File: src/rtl/reg8to256.sv
// Byte-to-word packer: assembles NUM bytes (first byte in the MSB lane) into one
// wide word, with a one-word holding register and a flush for partial words.
module reg8to256 #(
  parameter int NUM   = 32,
  parameter int CNT_W = 6
) (
  input  logic               sclk,
  input  logic               srst,
  input  logic               in_valid,
  output logic               in_ready,
  input  logic [7:0]         in_data,
  input  logic               flush,
  output logic               out_valid,
  input  logic               out_ready,
  output logic [8*NUM-1:0]   out_data,
  output logic [CNT_W-1:0]   out_cnt,
  output logic               out_last
);

  // Valid/ready: a byte moves when in_valid && in_ready, a word moves when
  // out_valid && out_ready; neither ready depends on its own valid.

  typedef enum logic {EMPTY, FULL} hold_t;

  hold_t              state;
  hold_t              state_next;
  logic [8*NUM-1:0]   acc;
  logic [8*NUM-1:0]   acc_new;
  logic [CNT_W-1:0]   cnt;
  logic [CNT_W-1:0]   cnt_new;
  logic               flush_pend;
  logic               flush_req;
  logic               accept;
  logic               can_load;
  logic               full_word;
  logic               flush_fire;
  logic               transfer;
  logic               pend_next;

  assign out_valid = (state == FULL);

  always_comb begin
    can_load  = (state == EMPTY) || out_ready;
    // The last slot may only be filled when the finished word has somewhere to go.
    in_ready  = !flush_pend && !(cnt == CNT_W'(NUM-1) && state == FULL && !out_ready);
    accept    = in_valid && in_ready;
    flush_req = flush || flush_pend;
    cnt_new   = cnt + CNT_W'(accept);
    acc_new   = acc;
    for (int k = 0; k < NUM; k++) begin
      if (accept && cnt == CNT_W'(k)) begin
        acc_new[8*(NUM-k)-1 -: 8] = in_data;
      end
    end
    full_word  = accept && (cnt == CNT_W'(NUM-1));
    flush_fire = flush_req && (cnt_new != '0) && can_load;
    transfer   = full_word || flush_fire;
    pend_next  = flush_req && (cnt_new != '0) && !transfer;
    state_next = state;
    if (transfer) begin
      state_next = FULL;
    end else if (state == FULL && out_ready) begin
      state_next = EMPTY;
    end
  end

  always_ff @(posedge sclk) begin
    if (srst) begin
      state <= EMPTY;
    end else begin
      state <= state_next;
    end
  end

  always_ff @(posedge sclk) begin
    if (srst) begin
      acc        <= '0;
      cnt        <= '0;
      flush_pend <= 1'b0;
      out_data   <= '0;
      out_cnt    <= '0;
      out_last   <= 1'b0;
    end else begin
      flush_pend <= pend_next;
      if (transfer) begin
        out_data <= acc_new;
        out_cnt  <= cnt_new;
        out_last <= flush_req;
        acc      <= '0;
        cnt      <= '0;
      end else begin
        acc <= acc_new;
        cnt <= cnt_new;
      end
    end
  end

endmodule

File: config.mk
export PLATFORM = sky130hd
export DESIGN_NAME = reg8to256
export DESIGN_NICKNAME = d
export VERILOG_FILES = /design/src/rtl/reg8to256.sv
export SDC_FILE = /design/constraint.sdc
export NUM_CORES = 1
export LEC_CHECK = 0
export ABC_AREA = 1
export BUFFER_PORTS_ARGS = -buffer_cell sky130_fd_sc_hd__buf_2
export CAP_MARGIN = 40
export CORE_ASPECT_RATIO = 0.75
export CORE_MARGIN = 2
export CORE_UTILIZATION = 60
export CTS_BUF_LIST = sky130_fd_sc_hd__clkbuf_2
export DETAILED_ROUTE_END_ITERATION = 7
export PLACE_DENSITY = 0.84
export SETUP_SLACK_MARGIN = 0.05
export SYNTH_ARGS = -nofsm -noshare
export SYNTH_HDL_FRONTEND = slang
export SYNTH_SLANG_ARGS = --single-unit
export TNS_END_PERCENT = 10
File: constraint.sdc
create_clock -name sclk -period 3.8 [get_ports sclk]
set_input_delay 0.19 -clock sclk [delete_from_list [all_inputs] [get_ports sclk]]
set_output_delay 0.19 -clock sclk [all_outputs]
set_load 0.01 [all_outputs]
==> summary.md <==
| Metric | Value |
|---|---|
| Worst EP required | 4.76 ns |
| CTS tree | built |
| Final Wtd Congestion | 0.9222 |
| Vias in the first global route | 20980 |
| Syn Area/Cell | 7.037 um2 |
| Worst r2r dst | out_data[190] |
| Met2 usage | 0.4905 |
| Leak | 0.01312 uW |
| FF+latch count, synth | 527 |
| Vias | 23130 |
| Die span in y | 173.9 um |
| Count of synthesis-stage warnings from yosys | 0 |
| Crit path time final | 3.607 ns |
| CP Max Fanout | 73 |
| Skew-Pair Late Insertion Delay | 1.08 ns |
| Detailed Route Iter0 Violations | 2322 |
| Total power density per cell area | 573.9 nW/um2 |
| Crit Path Category | reg2reg |
| R2r setup slk | 0.19 ns |
| Placed inst area | 24360 um2 |
| F_max | 277.3 MHz |
| Dpl cells | 3839 |
| Ys flop type | dfxtp_1 |
| GRT overflow | 0 |
| Critical-path cell list | nand2_2 > nor2_1 > a21oi_4 > nand2_1 > inv_1 > ha_1 > ha_1 > nor2_1 > nand3_1 > nor2_1 > nand3_1 > nand3_4 > buf_12 > buf_16 > a21oi_1 > nor2_1 |
| CP endpoint | out_data[190] |
| Measured slew at the worst slew-check pin | 0.9565 ns |
| Part of the Yosys area used for sequential elements | 0.4570 |
| Synth area leader | dfxtp_1 |
| Area delta synth->final | 11.66% |
| Total track usage | 0.3142 |
| Asr flop ratio synth | 0 |
| Setup TNS | 0 ns |
| Final setup viols | 0 |
| Period utilization | 0.9491 |
| Pre-CTS WS | 0.2423 ns |
| Initial antenna violation count | 1 |
| Internal | 9392 uW |
| Pwr Total | 14790 uW |
| Die width | 230.5 um |
| Clock Skews | 0.09186 ns |
| Sw frac | 0.3652 |
| CTS Buf Count | 133 |
| Clock Power Share | 0.265 |
| Hold Vio Cnt, Final | 0 |
| FP Rows | 62 |
| H-tree depth | 4 |
| Design Area, Final | 25780 um2 |
| Slew Limit Headroom | 0.3623 |
| Combinational power share | 0.289 |
| Final WL | 65.26 mm |
| Peak VDD IR | 351.6 uV |
| Power share of the sequential group | 0.446 |
| IO Count | 278 |
| Sw Pwr | 5402 uW |
| Clock Pin Slew Worst Setup and Hold Paths | 0.10 ns |
| Critical Path Source | cnt[2] |
| CP Launch Type | register |
| Top Usage Layer GRT | met2 |
| Outcome | complete, no violations |
| Post-CTS Setup Bufs | 0 |
| MaxCap Viol Count | 0 |
| Post-Syn Area | 23090 um2 |
| Final std cells w/o fill | 4080 |
| First-pass GRT wire length | 103.8 mm |
| DR DRC count | 0 |
| Main area contributors after synthesis | dfxtp_1 (46%), nand2_1 (13%), a21oi_1 (11%), nand4_1 (6.8%), nand3_1 (6.1%) |
| Area of the core | 38090 um2 |
| CTS sink count | 527 |
| Met1 Use GR | 0.4176 |
| Detailed Place HPWL | 39.44 mm |
| Fin nets | 3492 |
| Bufs and invs on worst path | 3 |
| Post-Synthesis Net Count | 3296 |
| Post-synthesis cell type count | 23 |
| Routed WL per cell | 15.99 um |
| Drt first pass iters | 6 |
| Worst reg2reg startpoint | cnt[2] |
| Number of port buffers | 277 |
| Most common cell in the netlist | nand2_1 |
| Crit. End Element | register |
| Slowest cell delay on critical path | 0.49 ns |
| EDFF count, synth | 0 |
| Starting Density | 0.6061 |
| Final Worst Setup Slack | 0.1934 ns |
| Synth top cells by count | nand2_1 (804), dfxtp_1 (527), a21oi_1 (520), nor2_1 (297), inv_1 (284) |
| CP max-delay cell | dfxtp_1 |
| Critical path's most frequent cell | nor2_1 |
| CP Depth | 16 |
| Clock Path Buffers | 3 |
| Fraction of layout cells with a size suffix above 1 | 0.1562 |
| Fin. max-slew vios | 0 |
| Met3 Use GR | 0.06908 |
| Antenna Violating Nets Remaining | 0 |
| Mapped Cells | 3281 |
| R2R depth | 16 |
| Post-synth top area share | 0.4570 |
| RSZ-0062 raised after global routing | false |
| Hold WC Path Type | in2reg |
| Critical path's top delay family | simple AND/OR/NAND/NOR gates |
| Routed vias/inst | 5.669 |
| Crit path arrival time | 4.57 ns |
| Clk root buf | clkbuf_2 |
| Largest net degree at the start of global routing | 216 |
| Die area | 40080 um2 |
[cell usage in the layout (no fill, tap or decap)]
cell | synthesis | routed
a21oi_1 | 520 | 520
a21oi_4 | 0 | 1
buf_12 | 0 | 11
buf_16 | 0 | 8
buf_2 | 140 | 276
buf_4 | 21 | 13
buf_6 | 12 | 2
bufbuf_16 | 0 | 1
bufinv_16 | 0 | 5
clkbuf_2 | 0 | 190
clkbuf_8 | 0 | 1
clkinv_1 | 0 | 23
clkinv_2 | 0 | 2
dfxtp_1 | 527 | 526
dfxtp_2 | 0 | 1
diode_2 | 0 | 2
dlygate4sd3_1 | 0 | 14
ha_1 | 2 | 2
inv_1 | 284 | 283
inv_2 | 1 | 5
inv_8 | 0 | 1
nand2_1 | 804 | 804
nand2_2 | 3 | 3
nand3_1 | 280 | 279
nand3_2 | 22 | 20
nand3_4 | 0 | 3
nand4_1 | 250 | 250
nor2_1 | 297 | 297
nor2_2 | 12 | 12
nor3_4 | 1 | 1
o21ai_0 | 9 | 9
o21ai_1 | 1 | 1
o21bai_1 | 1 | 1
or2_2 | 1 | 1
[per-layer routing]
layer  part of all wire  vias up
li1                   -    11250
met1               0.41    10560
met2               0.46     1114
met3              0.094      203
met4              0.037        0
met5                  0        -
[stage by stage]
| step | hold WS, ns | util |
|---|---|---|
| floorplan | 0.3858 | - |
| global placement | 0.4566 | 0.6327 |
| detailed placement | 0.4609 | 0.6397 |
| CTS | 0.05385 | 0.6762 |
| global route | 0.08018 | 0.6768 |
| finish | 0.1377 | 0.6768 |
[flip-flops by register name, summed over array words and instances, names as in the netlist]
signal	cells
out_cnt	6
out_valid	1
cnt	6
acc	256
out_data	256
flush_pend	1
out_last	1
[worst min-delay path, delay by kind of cell]
| family | cells | cell delay, ns |
|---|---|---|
| simple gates | 2 | 0.15 |
| buf+inv | 3 | 0.82 |
[power by group through the flow]
stage / Sequential [uW] / Combinational, uW / Clock (uW)
2_1_floorplan: 6970 / 2650 / 0
3_3_place_gp: 6700 / 4020 / 0
3_5_place_dp: 6710 / 4180 / 0
4_1_cts: 6590 / 4250 / 3970
5_1_grt: 6670 / 4760 / 4280
6_report: 6600 / 4280 / 3920
[layout make-up]
type,count,area (um2)
Inverter,285,1077
Tap cell,512,640.6
Antenna cell,2,5.005
Timing Repair Buffer,326,2128
Fill cell,3145,12310
Clock buffer,190,950.9
Sequential cell,527,10550
Multi-Input combinational cell,2204,10160
Clock inverter,34,261.5
[how the worst min path moves through the flow]
| stage | from | to | slack (ns) | cells past startpoint |
|---|---|---|---|---|
| global route | in_data[5] | acc[165] | 0.08 | 4 |
| floorplan | in_data[7] | acc[255] | 0.39 | 2 |
| CTS | in_data[5] | acc[165] | 0.05 | 4 |
| finish | srst | out_data[19] | 0.14 | 5 |
| detailed placement | acc[119] | acc[119] | 0.46 | 2 |
| global placement | acc[75] | acc[75] | 0.46 | 2 |
[kinds of logic (layout without fill, tap and decap cells)]
logic type / count (synthesis) / in the layout / share of synthesized area
other cells: 0 / 2 / 0
simple gates: 1670 / 1670 / 0.3220
flops: 527 / 527 / 0.4570
buf+inv: 550 / 835 / 0.1043
fa+ha+maj: 2 / 2 / 0.001084
compound gates: 532 / 532 / 0.1156
[repair_timing]
action | in CTS | in global routing
hold buffers | 14 | 0
hold endpoints to repair | 519 | 0
endpoints found under the setup margin | 1 | 64
gates cloned | 1 | 0
gates resized for setup | 1 | 4
Power figures use the tool's default switching activity.
